===== config.mk =====
export PLATFORM = sky130hd
export DESIGN_NAME = rip_uart_tx
export DESIGN_NICKNAME = d
export VERILOG_FILES = /design/src/rtl/rip_uart_tx.sv
export SDC_FILE = /design/constraint.sdc
export NUM_CORES = 1
export LEC_CHECK = 0
export ABC_AREA = 1
export CORE_MARGIN = 2
export CORE_UTILIZATION = 40
export DETAILED_ROUTE_END_ITERATION = 7
export PLACE_DENSITY = 0.65
export SYNTH_ARGS = -nofsm -noshare
export SYNTH_HDL_FRONTEND = slang
export SYNTH_SLANG_ARGS = --single-unit
export TNS_END_PERCENT = 30

===== constraint.sdc =====
create_clock -name clk -period 1.88 [get_ports clk]
set_input_delay 0.564 -clock clk [delete_from_list [all_inputs] [get_ports clk]]
set_output_delay 0.564 -clock clk [all_outputs]
set_load 0.005 [all_outputs]

===== src/rtl/rip_uart_tx.sv =====
// rip_uart_tx: FIFO-draining UART transmitter.
// Pops one word from a fall-through FIFO read port while idle and sends it on
// `tx` as start bit, LSB-first data, optional even parity, stop bit.
// Optional feature macro: RIP_UART_TX_PARITY_EN (adds the even-parity bit).
module rip_uart_tx #(
  parameter int DATA_WIDTH   = 8,
  parameter int CLKS_PER_BIT = 868
) (
  input  logic                  clk,
  input  logic                  rst_n,
  input  logic [DATA_WIDTH-1:0] r_data,
  input  logic                  r_empty,
  output logic                  r_en,
  output logic                  tx,
  output logic                  busy
);

  localparam int CNT_W = (CLKS_PER_BIT > 1) ? $clog2(CLKS_PER_BIT) : 1;
  localparam int IDX_W = (DATA_WIDTH > 1) ? $clog2(DATA_WIDTH) : 1;

  localparam logic [CNT_W-1:0] CNT_ZERO = {CNT_W{1'b0}};
  localparam logic [CNT_W-1:0] CNT_ONE  = CNT_W'(1);
  localparam logic [CNT_W-1:0] CNT_LAST = CNT_W'(CLKS_PER_BIT - 1);
  localparam logic [IDX_W-1:0] IDX_ZERO = {IDX_W{1'b0}};
  localparam logic [IDX_W-1:0] IDX_ONE  = IDX_W'(1);
  localparam logic [IDX_W-1:0] IDX_LAST = IDX_W'(DATA_WIDTH - 1);

`ifdef RIP_UART_TX_PARITY_EN
  typedef enum logic [2:0] {
    S_IDLE   = 3'd0,
    S_START  = 3'd1,
    S_DATA   = 3'd2,
    S_PARITY = 3'd3,
    S_STOP   = 3'd4
  } state_e;

  // Even parity: the bit that makes the total count of ones even.
  function automatic logic even_parity(input logic [DATA_WIDTH-1:0] word);
    even_parity = ^word;
  endfunction
`else
  typedef enum logic [1:0] {
    S_IDLE  = 2'd0,
    S_START = 2'd1,
    S_DATA  = 2'd2,
    S_STOP  = 2'd3
  } state_e;
`endif

  state_e                  state_q, state_d;
  logic [CNT_W-1:0]        clk_cnt_q, clk_cnt_d;
  logic [IDX_W-1:0]        bit_idx_q, bit_idx_d;
  logic [DATA_WIDTH-1:0]   sh_q, sh_d;
  logic                    tx_q, tx_d;
  logic                    busy_q, busy_d;
  logic                    bit_done_s;
`ifdef RIP_UART_TX_PARITY_EN
  logic                    par_q, par_d;
`endif

  assign bit_done_s = (clk_cnt_q == CNT_LAST);
  assign tx         = tx_q;
  assign busy       = busy_q;

  // Pop strobe: only while idle with data available and not held in reset.
  always_comb begin
    r_en = 1'b0;
    if ((state_q == S_IDLE) && !r_empty && rst_n) begin
      r_en = 1'b1;
    end else begin
      r_en = 1'b0;
    end
  end

  // State register plus datapath and output flops, all async-reset.
  always_ff @(posedge clk or negedge rst_n) begin
    if (!rst_n) begin
      state_q   <= S_IDLE;
      clk_cnt_q <= CNT_ZERO;
      bit_idx_q <= IDX_ZERO;
      sh_q      <= {DATA_WIDTH{1'b0}};
      tx_q      <= 1'b1;
      busy_q    <= 1'b0;
`ifdef RIP_UART_TX_PARITY_EN
      par_q     <= 1'b0;
`endif
    end else begin
      state_q   <= state_d;
      clk_cnt_q <= clk_cnt_d;
      bit_idx_q <= bit_idx_d;
      sh_q      <= sh_d;
      tx_q      <= tx_d;
      busy_q    <= busy_d;
`ifdef RIP_UART_TX_PARITY_EN
      par_q     <= par_d;
`endif
    end
  end

  // Next-state logic: each non-idle state lasts one bit period.
  always_comb begin
    state_d = state_q;
    case (state_q)
      S_IDLE: begin
        if (r_en) state_d = S_START;
        else      state_d = S_IDLE;
      end
      S_START: begin
        if (bit_done_s) state_d = S_DATA;
        else            state_d = S_START;
      end
      S_DATA: begin
        if (bit_done_s && (bit_idx_q == IDX_LAST)) begin
`ifdef RIP_UART_TX_PARITY_EN
          state_d = S_PARITY;
`else
          state_d = S_STOP;
`endif
        end else begin
          state_d = S_DATA;
        end
      end
`ifdef RIP_UART_TX_PARITY_EN
      S_PARITY: begin
        if (bit_done_s) state_d = S_STOP;
        else            state_d = S_PARITY;
      end
`endif
      S_STOP: begin
        if (bit_done_s) state_d = S_IDLE;
        else            state_d = S_STOP;
      end
      default: state_d = S_IDLE;
    endcase
  end

  // Datapath: baud counter, bit index, shift register and latched parity.
  always_comb begin
    clk_cnt_d = clk_cnt_q;
    bit_idx_d = bit_idx_q;
    sh_d      = sh_q;
`ifdef RIP_UART_TX_PARITY_EN
    par_d     = par_q;
`endif
    if (state_q == S_IDLE) begin
      clk_cnt_d = CNT_ZERO;
      if (r_en) begin
        // The head word is captured only here, so later FIFO writes cannot
        // disturb a frame already in flight.
        sh_d      = r_data;
        bit_idx_d = IDX_ZERO;
`ifdef RIP_UART_TX_PARITY_EN
        par_d     = even_parity(r_data);
`endif
      end else begin
        sh_d      = sh_q;
        bit_idx_d = bit_idx_q;
      end
    end else begin
      if (bit_done_s) clk_cnt_d = CNT_ZERO;
      else            clk_cnt_d = clk_cnt_q + CNT_ONE;

      if (state_q == S_START) begin
        bit_idx_d = IDX_ZERO;
      end else if ((state_q == S_DATA) && bit_done_s) begin
        sh_d      = sh_q >> 1;
        bit_idx_d = bit_idx_q + IDX_ONE;
      end else begin
        sh_d      = sh_q;
        bit_idx_d = bit_idx_q;
      end
    end
  end

  // Output decode from the upcoming state so tx/busy are registered yet
  // change on the same edge as the state.
  always_comb begin
    tx_d = 1'b1;
    case (state_d)
      S_IDLE:   tx_d = 1'b1;
      S_START:  tx_d = 1'b0;
      S_DATA:   tx_d = sh_d[0];
`ifdef RIP_UART_TX_PARITY_EN
      S_PARITY: tx_d = par_d;
`endif
      S_STOP:   tx_d = 1'b1;
      default:  tx_d = 1'b1;
    endcase
    busy_d = (state_d != S_IDLE);
  end

endmodule


### Yosys cells after proc, flatten, opt, wreduce, memory -nomap -nowiden

Index checks and enable logic that the tools add are counted.

| storage, ports and cells | value |
|---|---|
| register bits | 25 |
| bits in latches | 0 |
| RAM bits | 0 |
| bits in read-only memories | 0 |
| input bits | 11 |
| output and inout port bits | 3 |
| logic and storage cells | 49 |
| memories | 0 |

| operators by class | value |
|---|---|
| add/subtract/negate cells | 2 |
| multiply operators | 0 |
| divide/modulo/power cells | 0 |
| $lt $le $gt $ge | 0 |
| equality and inequality tests | 10 |
| shift operators | 0 |
| muxes and demuxes | 17 |
| bitwise logic cells | 0 |
| reductions and logical operators | 13 |

Operators with widths:

| operator | number |
|---|---|
| $mux W8 | 4 |
| $mux W10 | 2 |
| $mux W3 | 4 |
| $add A10 B1 Y10 const B | 1 |
| $eq A10 B10 Y1 const B | 1 |
| $eq A2 B2 Y1 const B | 4 |
| $pmux W2 S4 | 1 |
| $eq A2 B1 Y1 const B | 2 |
| $logic_and A1 B1 Y1 | 4 |
| $logic_not A2 Y1 | 2 |
| $mux W2 | 2 |
| $ne A2 B2 Y1 const B | 2 |
| $reduce_bool A2 Y1 | 2 |
| $add A3 B1 Y3 const B | 1 |
| $eq A3 B3 Y1 const B | 1 |
| $mux W1 | 3 |
| $pmux W1 S3 | 1 |
| $reduce_and A3 Y1 | 1 |
| $reduce_bool A3 Y1 | 1 |
| $reduce_and A2 Y1 | 1 |
| $reduce_or A2 Y1 | 1 |
| $logic_not A1 Y1 | 1 |

### Depth between registers and ports, before layout

Gate-level depths: netlist of the first run.

| depth | value |
|---|---|
| word-level depth | 9 |
| depth in mapped cells | 12 |
| mapped depth without buffers | 12 |

### Least setup slack after synthesis of the first run

OpenSTA, ideal clock, no wires.

| timing | value |
|---|---|
| path kind | reg-to-reg |
| start point | register clk_cnt_q[0] |
| end point | register tx_q (netlist: tx) |
| library setup time | 0.073 ns |
| arrival time | 1.619 ns |
| required time | 1.807 ns |
| path slack | 0.188 ns |
| cell stages (with the launch flop) | 11 |
| path buffers | 0 |
| clock period less this slack | 1.692 ns |
| cell sequence | dfrtp_1 > ha_1 > nand2_1 > nor2_1 > nand4_2 > inv_2 > nand2_1 > nand2_1 > inv_2 > ha_1 > a21oi_1 |

| between the ends | value |
|---|---|
| longest elaborated chain between the ends | 7 |
| elaborated cells on any way between the ends | 16 |
| those cells by class | 4 x eq/ne; 8 x mux; 4 x reduce/logical |

RTL lines:

| what | RTL line | RTL |
|---|---|---|
| start, declared | 51 | `logic [CNT_W-1:0] clk_cnt_q, clk_cnt_d;` |
| start signal, assigned | 89 | `clk_cnt_q <= clk_cnt_d;` |
| $eq A10 B10 Y1 * | 61 | `assign bit_done_s = (clk_cnt_q == CNT_LAST);` |
| $logic_and A1 B1 Y1 | 113 | `if (bit_done_s && (bit_idx_q == IDX_LAST)) begin` |
| $mux W1 | 113 |  |
| $pmux W2 S4 * | 103 | `case (state_q)` |
| via state_d[0] | 50 | `state_e state_q, state_d;` |
| $eq A2 B2 Y1 or $logic_not A2 Y1 (tied branches) | 179 | `case (state_d)` |
| $reduce_or A2 Y1 (no source line) | - |  |
| $pmux W1 S3 * | 179 |  |
| via tx_d | 54 | `logic tx_q, tx_d;` |
| end signal, assigned | 92 | `tx_q <= tx_d;` |
| end, declared | 54 |  |

The timed path passes the listed nets; every way through them passes the cells marked *. The select of a mux whose other input is x is not followed.
A chain may end at the register's enable or synchronous reset.

### Final worst setup path of the first run

| timing | value |
|---|---|
| start point | input rst_n |
| end point | output r_en |

| between the ends | value |
|---|---|
| longest elaborated chain between the ends | 2 |

RTL lines:

| what | RTL line | RTL |
|---|---|---|
| start, declared | 10 | `input logic rst_n,` |
| $logic_and A1 B1 Y1 | 68 | `if ((state_q == S_IDLE) && !r_empty && rst_n) begin` |
| $mux W1 | 68 |  |
| end, declared | 13 | `output logic r_en,` |

Every way passes these cells.

==> results of run 1 <==
## kinds of logic after synthesis
family | Yosys count | share of synthesized area
flops | 25 | 0.492
compound gates | 16 | 0.0825
fa+ha+maj | 6 | 0.0589
simple gates | 69 | 0.277
xor+xnor | 4 | 0.0275
buf+inv | 19 | 0.0619
## layout by cell type, fill, tap and decap left out, drive strengths merged, types with 2 or more instances in the layout
master	n
xor2	4
nand2	26
inv	17
dlygate4sd2	3
nor2	18
o211ai	2
nand3	16
dfrtp	24
a21oi	7
clkbuf	4
nor3	4
ha	6
a22oi	5
clkdlybuf4s50	9
buf	12
nor4	2
## worst max-delay path, delay by kind of cell
family        cells  cell delay, ps
buf+inv           4             490
simple gates      2             190
## layer usage
layer  vias up  share of wire  GRT usage
li1        505              -          -
met1       489           0.44      0.192
met2         9           0.52      0.270
met3         4          0.023     0.0192
met4         0          0.017     0.0652
met5         -              0          0
## per-stage QoR
stage,setup TNS [ps],cell area (µm²),utilization
CTS,0,1540,0.503
global placement,-1970,1520,0.498
finish,0,1590,0.521
global route,-23.4,1590,0.521
detailed placement,-1830,1520,0.498
floorplan,0,1270,-
## cell type report
cell class | count | area, µm² | area share
clock buffers | 4 | 26.3 | 0.0165
inverters | 17 | 63.8 | 0.0401
multi-input cells | 95 | 616 | 0.387
flip-flops and latches | 25 | 627 | 0.394
well taps | 44 | 55.1 | 0.0346
repair buffers | 24 | 204 | 0.128
## registers in the layout, indices dropped and copies added, names as in the netlist
name and count:
sh_q 8, busy 1, tx 1, state_q 2, clk_cnt_q 10, bit_idx_q 3
## worst paths after layout
path / end / slack, ps / cells after the start
max: r_en / 80 / 6
min: clk_cnt_q[0] / 370 / 2
min in group clk: bit_idx_q[0] / 500 / 1
min reg2reg: bit_idx_q[0] / 500 / 1
max reg2reg: tx / 130 / 12
max in group asynchronous: tx / 1210 / 2
## report_power, final
| part | internal (µW) | leakage, µW | total, µW | switching, µW |
|---|---|---|---|---|
| Sequential | 543 | 0.000309 | 546 | 2.67 |
| Combinational | 21.4 | 0.000419 | 39.9 | 18.5 |
| Clock | 82.9 | 0.0000150 | 235 | 152 |
| Total | 647 | 0.000743 | 821 | 173 |
## what timing repair did
| action | 4_1_cts | 5_1_grt |
|---|---|---|
| buffers inserted | 0 | 1 |
| setup endpoints to repair | 3 | 1 |
| endpoints found under the hold margin | 0 | 0 |
| cloned | 0 | 0 |
| pin swaps | 1 | 5 |
| resized for setup | 7 | 11 |
==> results.toml, run 1 <==
[sta]
relSlewSlack = 0.787
min_period_over_period = 0.958
clock_skew_ps = 3.71
tightestPinTransition_ps = 319
holdWs_ps = 371
fin_crit_ps = 1800
setup_viol = 0
hold_viol = 0
fmax_mhz = 555
slew_violations = 0
fin_ws_ps = 79.8

[clocking]
clock-sinks = 25
clockBufferDepth = 2
htreeDepth = 1
cts_tree = "yes"
path_clk_slew_ps = 130
numCtsBuffers = 3
clk_latency_ps = 310
postCtsHoldBufs = 0
cts_root_buffer = "clkbuf_4"

[synth]
syn-num-nets = 156
netlist_instances = 139
yosys.area.top_type = "dfrtp_1"
avgSynthCellArea_um2 = 9.16
syn_area_mm2 = 0.00127
async_flop_share = 1.00
synth_top_area_share = 0.472
yosys-top-cells-count = "24 x dfrtp_1, 24 x nand2_1, 15 x nand3_1"
yosysWarnings = 0
synth_area_leaders = "dfrtp_1 47%, nand2_1 7.1%, ha_1 5.9%, nand3_1 5.9%, inv_1 3.5%"
ys_seq_area_frac = 0.492
synth_cell_types = 25
synth-edff-count = 0
ys_seq_elements = 25
ys.flop_type = "dfrtp_1"

[layout]
areaGrowthSynthToFinish_pct = 25.0
nets = 183
finalNonFillerCells = 209
drive_gt1_frac = 0.273
nFillCells = 309
n_antenna_cell = 0

[floorplanning]
die-area_mm2 = 0.00365
boundaryPins = 14
die_y_um = 60.4
rows = 20
die_w_um = 60.4
fp.coreArea_mm2 = 0.00305
initial_utilization = 0.417

[drt]
drt_iter0_markers = 49
vias_per_cell = 4.82
dr_total_vias = 1007
drtPass1Iterations = 4
drc = 0
postRouteAntennaNets = 0
routed_wirelength_mm = 2.42
wl_per_cell_um = 11.6

[flow_run]
cap_violations = 0

[outcome]
status = "completed"

[setup_path]
cp_data_required_time_ps = 1320
slowest_stage = "dlygate4sd2_1"
r2r-start = "clk_cnt_q[1]"
crit_path_cell_trace = "dlygate4sd2_1 -> inv_1 -> nor2_1 -> inv_1 -> nor2_4 -> buf_2"
crit_path_start = "rst_n"
path_class = "primary input to output pin"
worstPathArrival_ps = 1240
critPathCaptureType = "output pin"
cpMostUsedCell = "inv_1"
start_kind = "primary input"
worstPathMaxFanout = 2
slowest_delay_ps = 220

[grt]
grt_usage = 0.154
grt_pass1_wl_mm = 4.24
grt_pass1_vias = 1033
grt_max_degree = 26
grt_remaining_overflow = 0
antenna_found_initial = 0

[placement]
dp_worst_setup_slack_ps = -555
portBuffers = 13
gp_congestion = 0.812
hpwl_mm = 1.84
dpl.cell_count = 204

[power]
power_density_mw_per_mm2 = 516
peakVddDrop_uv = 310
power_leakage_uw = 0.000743
p_total_uw = 821

[worst_hold_path]
hold_class = "primary input to async pin"
(Power assumes the default switching activity.)
==> run 2, diff against run 1 <==
--- a/config.mk
+++ b/config.mk
@@ -6,6 +6,7 @@
 export NUM_CORES = 1
 export LEC_CHECK = 0
 export ABC_AREA = 1
+export ABC_CLOCK_PERIOD_IN_PS = 1700
 export CORE_MARGIN = 2
 export CORE_UTILIZATION = 40
 export DETAILED_ROUTE_END_ITERATION = 7
==> constraint.sdc (replaced) <==
create_clock -name clk -period 1.7 [get_ports clk]
set_input_delay 0.51 -clock clk [delete_from_list [all_inputs] [get_ports clk]]
set_output_delay 0.51 -clock clk [all_outputs]
set_load 0.005 [all_outputs]
==> results.toml, run 2 (same netlist as run 1, synthesis figures left out) <==
[power]
peakVddDrop_uv = 296
p_total_uw = 913
power_density_mw_per_mm2 = 544
power_leakage_uw = 0.000788

[setup_path]
worstPathArrival_ps = 1160
path_buf_inv = 4
start_kind = "primary input"
crit_path_cell_trace = "clkdlybuf4s15_1 -> inv_1 -> nor2_1 -> inv_1 -> nor2_4 -> buf_2"
slowest_delay_ps = 190
path_delay_family = "buffers and inverters"
cpMostUsedCell = "inv_1"
path_class = "primary input to output pin"
slowest_stage = "clkdlybuf4s15_1"
worstPathMaxFanout = 2
critPathCaptureType = "output pin"
cp_data_required_time_ps = 1190
r2r_setup_slack_ps = 30

[sta]
min_period_over_period = 0.982
fin_tns_setup_ps = 0
fin_crit_ps = 1670
rsz0062_at_grt = "true"
slew_violations = 0
tightestPinTransition_ps = 327
setup_viol = 0
fmax_mhz = 599
hold_viol = 0
relSlewSlack = 0.782
clock_skew_ps = 1.80

[drt]
wl_per_cell_um = 11.6
dr_total_vias = 1027
drtPass1Iterations = 3
drt_iter0_markers = 59
drc = 0
routed_wirelength_mm = 2.54
postRouteAntennaNets = 0
vias_per_cell = 4.69

[placement]
portBuffers = 13
hpwl_mm = 1.90
gp_congestion = 0.813

[clocking]
numCtsBuffers = 3
cts_root_buffer = "clkbuf_4"
htreeDepth = 1
path_clk_slew_ps = 130
clock-sinks = 25
clk_latency_ps = 310
cts_tree = "yes"
clockBufferDepth = 2
postCtsHoldBufs = 0

[grt]
grt_usage = 0.159
grt_pass1_wl_mm = 4.41
grt_max_degree = 26
grt_remaining_overflow = 0
grt_pass1_vias = 1023
antenna_found_initial = 0

[outcome]
status = "completed"

[floorplanning]
fp.coreArea_mm2 = 0.00305
initial_utilization = 0.417
boundaryPins = 14
die-area_mm2 = 0.00365
rows = 20
die_y_um = 60.4
die_w_um = 60.4

[layout]
nFillCells = 305
drive_gt1_frac = 0.320
fin_util = 0.550
final_common_cell = "dfrtp_1"
multi_input_area_um2 = 623
reg.largest.list = "clk_cnt_q (10), sh_q (8), bit_idx_q (3)"
areaGrowthSynthToFinish_pct = 31.7
register_area_um2 = 627
nets = 193
largest-register = "clk_cnt_q"
largest_reg_flops = 10
final_cell_mix = "24 x dfrtp_1, 22 x nand2_1, 21 x buf_4"
n_antenna_cell = 0

[flow_run]
cap_violations = 0

[worst_hold_path]
hold_class = "primary input to async pin"
## run 2: cell count changes in the layout (fill, tap and decap cells not counted), sizes merged
cell | before | now
dlymetal6s2s | 0 | 1
clkdlybuf4s15 | 0 | 1
dlygate4sd2 | 3 | 2
clkdlybuf4s50 | 9 | 8
buf | 12 | 22
## run 2: path summary, 6_finish.rpt
path	startpoint	endpoint	cells after the start
max in group asynchronous	rst_n	tx	2
worst max register to register	clk_cnt_q[1]	tx	10
worst max-delay path	rst_n	r_en	6
worst min-delay path	rst_n	clk_cnt_q[2]	2
worst min register to register	bit_idx_q[0]	bit_idx_q[0]	1
min in group clk	bit_idx_q[0]	bit_idx_q[0]	1
## run 2: layout make-up
| type | instances | area share |
|---|---|---|
| Timing Repair Buffer | 34 | 0.169 |
| Clock buffer | 4 | 0.0157 |
| Multi-Input combinational cell | 95 | 0.371 |
| Tap cell | 44 | 0.0328 |
| Sequential cell | 25 | 0.374 |
| Inverter | 17 | 0.0380 |
## run 2: per-stage QoR
step / area, µm² / worst slack, ps / hold slack [ps] / instances
floorplan: 1270 / 8.31 / 214 / 139
global placement: 1560 / -636 / 478 / 210
detailed placement: 1560 / -634 / 485 / 210
CTS: 1590 / -10.2 / 331 / 215
global route: 1680 / -83.5 / 321 / 219
finish: 1680 / 31.2 / 295 / 219
## run 2: layer usage
| layer | global-route usage | wire (µm) | vias to the layer above |
|---|---|---|---|
| met4 | 0.0466 | 24 | 0 |
| met5 | 0 | 0 | - |
| met3 | 0.0256 | 62 | 3 |
| met1 | 0.209 | 1120 | 486 |
| met2 | 0.273 | 1330 | 10 |
| li1 | - | - | 528 |
## run 2: power breakdown
part	internal [µW]	switching (µW)	leakage, µW
combinational	25.4	21.0	0.000464
clock	91.8	172	0.0000150
sequential	601	2.85	0.000309
total	718	196	0.000788
## run 2: repair_timing
item                                    CTS  global route
cloned                                    0             0
pin swaps                                 1            10
setup buffers                             1             4
endpoints found under the setup margin    3             3
resized for setup                         9            14
## run 2: worst reg2reg max path: stages (launching register included)
cell	delay, ps
dfrtp_1	420
ha_4	170
nand2_4	50
inv_2	40
nand2_2	50
nor2_4	160
nand3_2	90
o211ai_1	120
inv_1	90
ha_1	310
a21oi_2	110
==> run 3, diff against run 2 <==
--- a/config.mk
+++ b/config.mk
@@ -10,7 +10,7 @@
 export CORE_MARGIN = 2
 export CORE_UTILIZATION = 40
 export DETAILED_ROUTE_END_ITERATION = 7
-export PLACE_DENSITY = 0.65
+export PLACE_DENSITY = 0.7
 export SYNTH_ARGS = -nofsm -noshare
 export SYNTH_HDL_FRONTEND = slang
 export SYNTH_SLANG_ARGS = --single-unit
==> results.toml, run 3 (same netlist as run 1, synthesis figures left out) <==
[outcome]
status = "finished, violations left"
violations = "setup timing"

[sta]
fin_crit_ps = 1700
tightestPinTransition_ps = 330
rsz0062_at_grt = "true"
setup_viol = 1
min_period_over_period = 1.00
hold_viol = 0
slew_violations = 0
fin_tns_setup_ps = -4.04
relSlewSlack = 0.780
fmax_mhz = 587
fin_ws_ps = -4.04
holdWs_ps = 302
clock_skew_ps = 2.12

[drt]
drc = 0
dr_total_vias = 1056
drtPass1Iterations = 4
wl_per_cell_um = 12.3
postRouteAntennaNets = 0
drt_iter0_markers = 74
routed_wirelength_mm = 2.69
vias_per_cell = 4.82

[grt]
antenna_found_initial = 0
grtUsageMet3 = 0.0213
grt_remaining_overflow = 0
grt_usage = 0.161
grt_util_met2 = 0.301
grt_pass1_wl_mm = 4.43
met1_usage = 0.187
grt_max_degree = 26
grt_pass1_vias = 1069
busiest_layer = "met2"

[setup_path]
path_buf_inv = 2
worstPathMaxFanout = 4
worstPathArrival_ps = 1970
start_kind = "register"
cp_data_required_time_ps = 1970
path_class = "register to register"
slowest_delay_ps = 380
critPathCaptureType = "register"
slowest_stage = "dfrtp_1"
path_delay_family = "simple AND/OR/NAND/NOR gates"
crit_path_cell_trace = "ha_2 -> nand2_2 -> inv_2 -> nand2_2 -> nor2_4 -> nand3_2 -> o211ai_1 -> buf_4 -> ha_4 -> nand3_2 -> a21oi_2"

[power]
power_density_mw_per_mm2 = 547
peakVddDrop_uv = 274
power_leakage_uw = 0.000791

[placement]
hpwl_mm = 1.96
gp_congestion = 0.783
portBuffers = 13

[clocking]
clk_latency_ps = 320
cts_root_buffer = "clkbuf_4"
clock-sinks = 25
postCtsHoldBufs = 0
path_clk_slew_ps = 130
clockBufferDepth = 2
htreeDepth = 1
numCtsBuffers = 3
cts_tree = "yes"

[floorplanning]
die_y_um = 60.4
die_w_um = 60.4
fp.coreArea_mm2 = 0.00305
boundaryPins = 14
rows = 20
die-area_mm2 = 0.00365
initial_utilization = 0.417

[layout]
areaGrowthSynthToFinish_pct = 32.4
largest_reg_flops = 10
nets = 193
largest-register = "clk_cnt_q"
final_common_cell = "dfrtp_1"
reg.largest.list = "clk_cnt_q (10), sh_q (8), bit_idx_q (3)"
final_cell_mix = "24 x dfrtp_1, 21 x nand2_1, 21 x buf_4"
n_antenna_cell = 0
drive_gt1_frac = 0.343

[worst_hold_path]
hold_class = "primary input to async pin"

[flow_run]
cap_violations = 0
-- run 3: cell type report --
type	instances	area, µm²
Multi-Input combinational cell	95	626
Inverter	17	66.3
Timing Repair Buffer	34	287
Clock buffer	4	26.3
Sequential cell	25	627
Fill cell	307	1370
Tap cell	44	55.1
-- run 3: worst paths after layout --
path | from | to | slack, ps | depth (start not counted)
min | rst_n | clk_cnt_q[0] | 300 | 2
max in group asynchronous | rst_n | tx | 1110 | 2
max | clk_cnt_q[1] | tx | -4 | 11
max reg2reg | clk_cnt_q[1] | tx | -4 | 11
min in group clk | bit_idx_q[0] | bit_idx_q[0] | 510 | 1
min reg2reg | bit_idx_q[0] | bit_idx_q[0] | 510 | 1
-- run 3: power by group --
part | leakage, µW | internal [µW] | switching [µW]
logic | 0.000467 | 26.2 | 22.3
registers | 0.000309 | 601 | 2.84
clock network | 0.0000150 | 91.8 | 178
-- run 3: per-layer routing --
metal	share of wire	up-vias
met2	0.52	16
met1	0.44	506
li1	-	529
met3	0.025	5
met4	0.015	0
met5	0	-
-- run 3: timing repair --
action | in CTS | in global routing
buffers inserted | 0 | 4
pin swaps | 1 | 11
gates resized for setup | 6 | 20
setup endpoints to repair | 3 | 4
-- run 3: stage by stage --
stage                util  total power (µW)  instances  area (µm²)  setup WS, ps
finish              0.552               922        219        1690         -4.04
global route        0.552               960        219        1690          -112
CTS                 0.521               934        215        1590          -124
detailed placement  0.515               664        211        1570          -634
global placement    0.515               662        211        1570          -639
floorplan               -               622        139        1270          8.31
